File: src/rtl/sisc_pkg.sv
// Shared SISC definitions: opcode constants, instruction-register field layout
// and the fetch-state encoding used by the fetch unit.
package sisc_pkg;

  localparam logic [3:0]  OP_NOOP  = 4'd0;
  localparam logic [3:0]  OP_HLT   = 4'd15;
  localparam logic [31:0] HLT_WORD = 32'hF000_0000;

  localparam int IR_OPC_LSB = 28;
  localparam int IR_OPC_W   = 4;
  localparam int IR_MM_LSB  = 24;
  localparam int IR_MM_W    = 4;
  localparam int IR_IMM_LSB = 0;
  localparam int IR_IMM_W   = 16;

  typedef enum logic [0:0] {
    FS_IDLE = 1'b0,
    FS_REQ  = 1'b1
  } fetch_state_e;

endpackage

File: src/rtl/sisc_fetch_unit_if.sv
// Instruction-memory req/ack bus between the fetch unit (master) and memory (slave).
interface sisc_fetch_unit_if #(
  parameter int AW = 16,
  parameter int DW = 32
) ();

  logic          imem_req;
  logic [AW-1:0] imem_addr;
  logic [DW-1:0] imem_rdata;
  logic          imem_ack;

  modport master (
    output imem_req,
    output imem_addr,
    input  imem_rdata,
    input  imem_ack
  );

  modport slave (
    input  imem_req,
    input  imem_addr,
    output imem_rdata,
    output imem_ack
  );

endinterface

File: src/rtl/sisc_next_pc.sv
// Next-PC selection: PC+1, absolute immediate, or PC+1+sext(imm), all modulo 2^AW.
module sisc_next_pc #(
  parameter int AW = 16
) (
  input  logic [AW-1:0] pc_i,
  input  logic [15:0]   imm_i,
  input  logic          pc_sel_i,
  input  logic          br_sel_i,
  output logic [AW-1:0] next_pc_o
);

  localparam logic [AW-1:0] PC_ONE = {{(AW-1){1'b0}}, 1'b1};

  logic [AW-1:0] pc_inc_s;
  logic [AW-1:0] imm_sext_s;
  logic [AW-1:0] imm_zext_s;

  assign pc_inc_s   = pc_i + PC_ONE;
  assign imm_sext_s = AW'($signed(imm_i));
  assign imm_zext_s = AW'(imm_i);

  // Select sequential, absolute or relative successor
  always_comb begin
    next_pc_o = pc_inc_s;
    if (!pc_sel_i) begin
      next_pc_o = pc_inc_s;
    end else if (br_sel_i) begin
      next_pc_o = pc_inc_s + imm_sext_s;
    end else begin
      next_pc_o = imm_zext_s;
    end
  end

endmodule

File: src/rtl/sisc_fetch_unit.sv
// SISC program counter and instruction register with a req/ack instruction fetch,
// fetch timeout (loads HLT and raises a sticky error) and pc_rst fetch abort.
module sisc_fetch_unit
  import sisc_pkg::*;
#(
  parameter int            AW       = 16,
  parameter int            DW       = 32,
  parameter logic [AW-1:0] RESET_PC = {AW{1'b0}},
  parameter int            TIMEOUT  = 15
) (
  input  logic                    clk,
  input  logic                    rst,
  input  logic                    pc_rst_i,
  input  logic                    pc_write_i,
  input  logic                    pc_sel_i,
  input  logic                    br_sel_i,
  input  logic                    ir_load_i,
  sisc_fetch_unit_if.master       imem,
  output logic                    if_busy_o,
  output logic                    imem_err_o,
  output logic [AW-1:0]           pc_o,
  output logic [DW-1:0]           ir_o,
  output logic [IR_OPC_W-1:0]     opcode_o,
  output logic [IR_MM_W-1:0]      mm_o,
  output logic [IR_IMM_W-1:0]     imm_o
);

  localparam logic [7:0] TO_LAST = 8'(TIMEOUT - 1);

  fetch_state_e  state_q;
  logic [7:0]    cnt_q;
  logic [AW-1:0] addr_q;
  logic [DW-1:0] ir_q;
  logic          busy_q;
  logic          err_q;
  logic [AW-1:0] pc_q;
  logic [AW-1:0] pc_d;

  sisc_next_pc #(
    .AW (AW)
  ) u_next_pc (
    .pc_i      (pc_q),
    .imm_i     (ir_q[IR_IMM_LSB +: IR_IMM_W]),
    .pc_sel_i  (pc_sel_i),
    .br_sel_i  (br_sel_i),
    .next_pc_o (pc_d)
  );

  // Fetch FSM: request issue, ack capture, timeout fault and pc_rst abort
  always_ff @(posedge clk or posedge rst) begin
    if (rst) begin
      state_q <= FS_IDLE;
      cnt_q   <= 8'd0;
      addr_q  <= {AW{1'b0}};
      ir_q    <= {DW{1'b0}};
      busy_q  <= 1'b0;
      err_q   <= 1'b0;
    end else begin
      case (state_q)
        FS_IDLE: begin
          if (ir_load_i) begin
            state_q <= FS_REQ;
            busy_q  <= 1'b1;
            addr_q  <= pc_q;
            cnt_q   <= 8'd0;
          end else begin
            busy_q  <= 1'b0;
          end
        end
        FS_REQ: begin
          // An abort wins over a same-cycle ack so the IR keeps its old word
          if (pc_rst_i) begin
            state_q <= FS_IDLE;
            busy_q  <= 1'b0;
          end else if (imem.imem_ack) begin
            ir_q    <= imem.imem_rdata;
            state_q <= FS_IDLE;
            busy_q  <= 1'b0;
          end else if (cnt_q == TO_LAST) begin
            ir_q    <= DW'(HLT_WORD);
            err_q   <= 1'b1;
            state_q <= FS_IDLE;
            busy_q  <= 1'b0;
          end else begin
            cnt_q   <= cnt_q + 8'd1;
          end
        end
        default: begin
          state_q <= FS_IDLE;
          busy_q  <= 1'b0;
        end
      endcase
    end
  end

  // Program counter: pc_rst over pc_write over hold
  always_ff @(posedge clk or posedge rst) begin
    if (rst) begin
      pc_q <= RESET_PC;
    end else if (pc_rst_i) begin
      pc_q <= RESET_PC;
    end else if (pc_write_i) begin
      pc_q <= pc_d;
    end else begin
      pc_q <= pc_q;
    end
  end

  assign imem.imem_req  = busy_q;
  assign imem.imem_addr = addr_q;
  assign if_busy_o      = busy_q;
  assign imem_err_o     = err_q;
  assign pc_o           = pc_q;
  assign ir_o           = ir_q;
  assign opcode_o       = ir_q[IR_OPC_LSB +: IR_OPC_W];
  assign mm_o           = ir_q[IR_MM_LSB +: IR_MM_W];
  assign imm_o          = ir_q[IR_IMM_LSB +: IR_IMM_W];

endmodule

File: src/flat_wrapper.sv
// flat-port wrapper written by rule: the top's interface ports become plain ports
module sisc_fetch_unit_flat import sisc_pkg::*;
#(
  parameter int            AW       = 16,
  parameter int            DW       = 32,
  parameter logic [AW-1:0] RESET_PC = {AW{1'b0}},
  parameter int            TIMEOUT  = 15
)
  (clk, rst, pc_rst_i, pc_write_i, pc_sel_i, br_sel_i, ir_load_i, if_busy_o, imem_err_o, pc_o, ir_o, opcode_o, mm_o, imm_o, imem_imem_req, imem_imem_addr, imem_imem_rdata, imem_imem_ack);
  sisc_fetch_unit_if #(.AW(AW), .DW(DW)) imem_i ();
  input  logic clk;
  input  logic rst;
  input  logic pc_rst_i;
  input  logic pc_write_i;
  input  logic pc_sel_i;
  input  logic br_sel_i;
  input  logic ir_load_i;
  output logic if_busy_o;
  output logic imem_err_o;
  output logic [AW-1:0] pc_o;
  output logic [DW-1:0] ir_o;
  output logic [IR_OPC_W-1:0] opcode_o;
  output logic [IR_MM_W-1:0] mm_o;
  output logic [IR_IMM_W-1:0] imm_o;
  output wire logic [$bits(imem_i.imem_req)-1:0] imem_imem_req;
  output wire logic [$bits(imem_i.imem_addr)-1:0] imem_imem_addr;
  input wire logic [$bits(imem_i.imem_rdata)-1:0] imem_imem_rdata;
  input wire logic [$bits(imem_i.imem_ack)-1:0] imem_imem_ack;
  assign imem_imem_req = imem_i.imem_req;
  assign imem_imem_addr = imem_i.imem_addr;
  assign imem_i.imem_rdata = imem_imem_rdata;
  assign imem_i.imem_ack = imem_imem_ack;
  sisc_fetch_unit #(.AW(AW), .DW(DW), .RESET_PC(RESET_PC), .TIMEOUT(TIMEOUT)) u_core (.clk(clk), .rst(rst), .pc_rst_i(pc_rst_i), .pc_write_i(pc_write_i), .pc_sel_i(pc_sel_i), .br_sel_i(br_sel_i), .ir_load_i(ir_load_i), .imem(imem_i), .if_busy_o(if_busy_o), .imem_err_o(imem_err_o), .pc_o(pc_o), .ir_o(ir_o), .opcode_o(opcode_o), .mm_o(mm_o), .imm_o(imm_o));
endmodule
File: config.mk
export PLATFORM = sky130hd
export DESIGN_NAME = sisc_fetch_unit_flat
export DESIGN_NICKNAME = d
export VERILOG_FILES = /design/src/rtl/sisc_pkg.sv /design/src/rtl/sisc_fetch_unit_if.sv /design/src/rtl/sisc_next_pc.sv /design/src/rtl/sisc_fetch_unit.sv /design/src/flat_wrapper.sv
export SDC_FILE = /design/constraint.sdc
export NUM_CORES = 1
export LEC_CHECK = 0
export ABC_AREA = 1
export CORE_AREA = 10 10 115 117
export DETAILED_ROUTE_END_ITERATION = 10
export DIE_AREA = 0 0 125 127
export PLACE_DENSITY_LB_ADDON = 0.2
export RECOVER_POWER = 50
export REMOVE_ABC_BUFFERS = 1
export SYNTH_ARGS = -nofsm -noshare
export SYNTH_HDL_FRONTEND = slang
export SYNTH_SLANG_ARGS = --single-unit
File: constraint.sdc
create_clock -name clk -period 3.2 [get_ports clk]
set_input_delay 0.32 -clock clk [delete_from_list [all_inputs] [get_ports clk]]
set_output_delay 0.32 -clock clk [all_outputs]
set_load 0.05 [all_outputs]
==> flow_results.xml <==
<?xml version="1.0" encoding="UTF-8"?>
<metrics>
  <group name="floorplanning">
    <metric name="ios" unit="">131</metric>
    <metric name="die_width" unit="um">125</metric>
    <metric name="die_area" unit="um2">15900</metric>
    <metric name="die_y" unit="um">127</metric>
    <metric name="core_area" unit="um2">11100</metric>
    <metric name="start_util" unit="%">41.3</metric>
    <metric name="num_rows" unit="">39</metric>
  </group>
  <group name="cts">
    <metric name="number_of_h_tree_levels" unit="">3</metric>
    <metric name="root_buffer" unit="">sky130_fd_sc_hd__clkbuf_16</metric>
    <metric name="clock_buffer_count_from_cts" unit="">9</metric>
    <metric name="clock_path_buffers" unit="">2</metric>
    <metric name="post_cts_resize_count" unit="">0</metric>
    <metric name="worst_setup_hold_path_clk_slew" unit="ps">60</metric>
    <metric name="clock_tree_from_tritoncts" unit="">built</metric>
    <metric name="cts.sinks" unit="">75</metric>
    <metric name="post_cts_setup_buffer_count" unit="">0</metric>
    <metric name="cts.hold.buffers_added" unit="">0</metric>
    <metric name="clk-insertion-delay-late" unit="ps">340</metric>
  </group>
  <group name="timing">
    <metric name="fmax" unit="MHz">353</metric>
    <metric name="period_share" unit="%">88.6</metric>
    <metric name="layout_min_cycle_time" unit="ps">2830</metric>
    <metric name="setup-tns-final" unit="ps">0</metric>
    <metric name="rsz0062_at_grt" unit="">no</metric>
    <metric name="worst_clock_skew" unit="ps">7.46</metric>
    <metric name="fin_hold_ws" unit="ps">482</metric>
    <metric name="postLayoutSetupSlackWorst" unit="ps">366</metric>
    <metric name="timing_max_transition_violations_final" unit="">0</metric>
    <metric name="max_slew.worst_pin.slew" unit="ps">1320</metric>
    <metric name="final_hold_viol_count" unit="">0</metric>
    <metric name="finalSetupViolations" unit="">0</metric>
    <metric name="maxSlewHeadroom" unit="%">11.9</metric>
  </group>
  <group name="yosys">
    <metric name="synth_seq_cells" unit="">75</metric>
    <metric name="yosys.area.top_type_share" unit="%">40.9</metric>
    <metric name="synth.avg_cell_area" unit="um2">7.98</metric>
    <metric name="synth_sequential_area_ratio" unit="%">40.9</metric>
    <metric name="asyncSetResetFlopFracSynth" unit="%">100</metric>
    <metric name="synth_top_cell_by_area" unit="">sky130_fd_sc_hd__dfrtp_1</metric>
    <metric name="yosys.cell_count.top_type" unit="">sky130_fd_sc_hd__nand2_1</metric>
    <metric name="synth_cells" unit="">575</metric>
    <metric name="ys_types" unit="">42</metric>
    <metric name="synth_enable_flop_cells" unit="">0</metric>
    <metric name="count_of_yosys_warnings_during_synthesis" unit="">0</metric>
    <metric name="dominantRegCellSynth" unit="">sky130_fd_sc_hd__dfrtp_1</metric>
    <metric name="synth_area_leaders" unit="">sky130_fd_sc_hd__dfrtp_1 (41%), sky130_fd_sc_hd__nand2_1 (11%), sky130_fd_sc_hd__ha_1 (5.7%)</metric>
    <metric name="post_synth_most_frequent_cells" unit="">sky130_fd_sc_hd__nand2_1 (136), sky130_fd_sc_hd__dfrtp_1 (75), sky130_fd_sc_hd__inv_1 (67)</metric>
    <metric name="synthesis.area" unit="um2">4590</metric>
  </group>
  <group name="layout">
    <metric name="layout-drive-gt1-share" unit="%">6.09</metric>
    <metric name="multiInputGateArea" unit="um2">2200</metric>
    <metric name="postLayoutCoreUtil" unit="%">55.5</metric>
    <metric name="regArea" unit="um2">1880</metric>
    <metric name="area_growth" unit="%">34.4</metric>
    <metric name="layout.nets" unit="">747</metric>
    <metric name="nFillCells" unit="">1035</metric>
    <metric name="antenna_cells_inserted" unit="">0</metric>
  </group>
  <group name="global_routing">
    <metric name="gr-total-overflow" unit="">0</metric>
    <metric name="globalRouteTotalUtil" unit="%">16.8</metric>
    <metric name="grt_pass1_wl" unit="mm">22.2</metric>
    <metric name="pin_count_of_the_biggest_net_entering_global_routing" unit="">46</metric>
    <metric name="number_of_antenna_violations_at_the_first_check_in_global_routing" unit="">0</metric>
    <metric name="via_count_of_the_first_global_routing_pass" unit="">4414</metric>
  </group>
  <group name="route">
    <metric name="first_pass_iters" unit="">7</metric>
    <metric name="dr.first_iter.drc_count" unit="">335</metric>
    <metric name="route.detailed.drc" unit="">0</metric>
    <metric name="drt-wirelength-per-cell" unit="um">15.9</metric>
    <metric name="finalWirelength" unit="mm">13.2</metric>
    <metric name="post_drt_via_cell_ratio" unit="">5.16</metric>
    <metric name="vias" unit="">4299</metric>
    <metric name="antenna_left" unit="">0</metric>
  </group>
  <group name="power_and_ir_drop">
    <metric name="overall_power_consumption" unit="mW">4.46</metric>
    <metric name="power-per-cell-area" unit="nW/um2">722</metric>
    <metric name="vdd_drop_max" unit="V">0.000383</metric>
    <metric name="p_leak" unit="nW">2.92</metric>
  </group>
  <group name="status">
    <metric name="run_status" unit="">completed</metric>
  </group>
  <group name="min_path">
    <metric name="worstHoldPathType" unit="">flop to flop</metric>
  </group>
  <group name="run">
    <metric name="drv_cap" unit="">0</metric>
  </group>
  <group name="worst_setup_path">
    <metric name="worst-endpoint-required" unit="ps">3430</metric>
    <metric name="worstSetupStartpointType" unit="">flop</metric>
    <metric name="timing.critical_path.to_type" unit="">flop</metric>
    <metric name="worst-setup-path-type" unit="">flop to flop</metric>
    <metric name="path_max_fanout" unit="">6</metric>
    <metric name="timing.critical_path.arrival" unit="ps">3070</metric>
  </group>
  <group name="place">
    <metric name="port-buffer-count" unit="">130</metric>
    <metric name="post_detailed_placement_half_perimeter_wirelength" unit="mm">10.3</metric>
    <metric name="pre_cts_slack" unit="ps">446</metric>
    <metric name="globalplace.congestion" unit="">0.884</metric>
  </group>
</metrics>
-- registers in the layout, indices dropped and copies added (netlist names) --
signal / cells
u_core.cnt_q: 8
u_core.if_busy_o: 1
u_core.imem.imem_addr: 16
u_core.imem_err_o: 1
u_core.ir_o: 32
u_core.pc_o: 16
u_core.state_q: 1
-- worst paths after layout --
path	from	to	slack [ps]	depth (start not counted)
min in group asynchronous	rst	u_core.ir_o[30]	720	2
max in group asynchronous	rst	u_core.pc_o[10]	760	3
worst min register to register	u_core.imem.imem_addr[7]	u_core.imem.imem_addr[7]	480	2
worst max register to register	u_core.pc_o[1]	u_core.pc_o[15]	370	18
worst min-delay path	u_core.imem.imem_addr[7]	u_core.imem.imem_addr[7]	480	2
worst max-delay path	u_core.pc_o[1]	u_core.pc_o[15]	370	18
-- metrics by stage --
stage | area [um2] | std cells
6_report | 6170 | 833
5_1_grt | 6170 | 833
4_1_cts | 6200 | 833
3_5_place_dp | 5890 | 817
3_3_place_gp | 5890 | 817
2_1_floorplan | 4340 | 536
-- cells in the final DEF, fill, tap and decap left out, types with 21 or more instances in the layout --
| master | synthesis | layout |
|---|---|---|
| sky130_fd_sc_hd__a21oi_1 | 31 | 31 |
| sky130_fd_sc_hd__a22o_1 | 25 | 25 |
| sky130_fd_sc_hd__clkdlybuf4s50_1 | 0 | 125 |
| sky130_fd_sc_hd__dfrtp_1 | 75 | 75 |
| sky130_fd_sc_hd__ha_1 | 21 | 21 |
| sky130_fd_sc_hd__inv_1 | 67 | 67 |
| sky130_fd_sc_hd__nand2_1 | 136 | 137 |
| sky130_fd_sc_hd__nand3_1 | 28 | 28 |
| sky130_fd_sc_hd__nor2_1 | 31 | 32 |
| sky130_fd_sc_hd__o21ai_0 | 50 | 50 |
-- layout make-up --
cell class	count	share of cell area (%)
clock buffers	10	3.87
multi-input cells	391	35.6
clock inverters	6	1.05
repair buffers	138	21.9
flip-flops and latches	75	30.4
well taps	143	2.90
inverters	70	4.26
-- per-layer routing --
metal  global-route usage (%)  routed length [um]  vias up
li1                         -                   -     2098
met1                     20.7                5880     2055
met2                     27.5                6230      133
met3                     4.67                 918       13
met4                     6.03                 187        0
met5                        0                   0        -
-- power breakdown --
group	switching (mW)	internal [mW]	total, mW
logic	1.42	0.714	2.13
registers	0.175	1.11	1.29
clock network	0.410	0.625	1.03
total	2.00	2.45	4.46
-- cell families (layout without fill, tap and decap cells) --
group,count (synthesis),after routing,share of synthesized area [%]
AND/OR/NAND/NOR,222,222,20.9
AO/OA/AOI/OAI,131,131,17.8
buffers and inverters,109,224,11.1
flip-flops,75,75,40.9
multiplexers,1,1,0.245
XOR/XNOR,15,15,2.86
adder cells (fa/ha/maj),22,22,6.16
-- critical path, stage by stage (launching register included) --
cell	delay, ps
sky130_fd_sc_hd__dfrtp_1	450
sky130_fd_sc_hd__ha_1	220
sky130_fd_sc_hd__nand2_2	100
sky130_fd_sc_hd__nor2_4	170
sky130_fd_sc_hd__nand3_4	100
sky130_fd_sc_hd__inv_2	80
sky130_fd_sc_hd__nand3_2	70
sky130_fd_sc_hd__xor2_1	270
sky130_fd_sc_hd__ha_1	350
sky130_fd_sc_hd__a21oi_1	230
sky130_fd_sc_hd__nand2_1	130
sky130_fd_sc_hd__a21oi_1	140
sky130_fd_sc_hd__nand2_1	80
sky130_fd_sc_hd__inv_1	50
sky130_fd_sc_hd__nand2_1	50
sky130_fd_sc_hd__nand3_1	60
sky130_fd_sc_hd__nand2_1	70
sky130_fd_sc_hd__nand2_1	60
sky130_fd_sc_hd__nand2_1	40
Note: power is estimated with default switching activity, not from simulation.
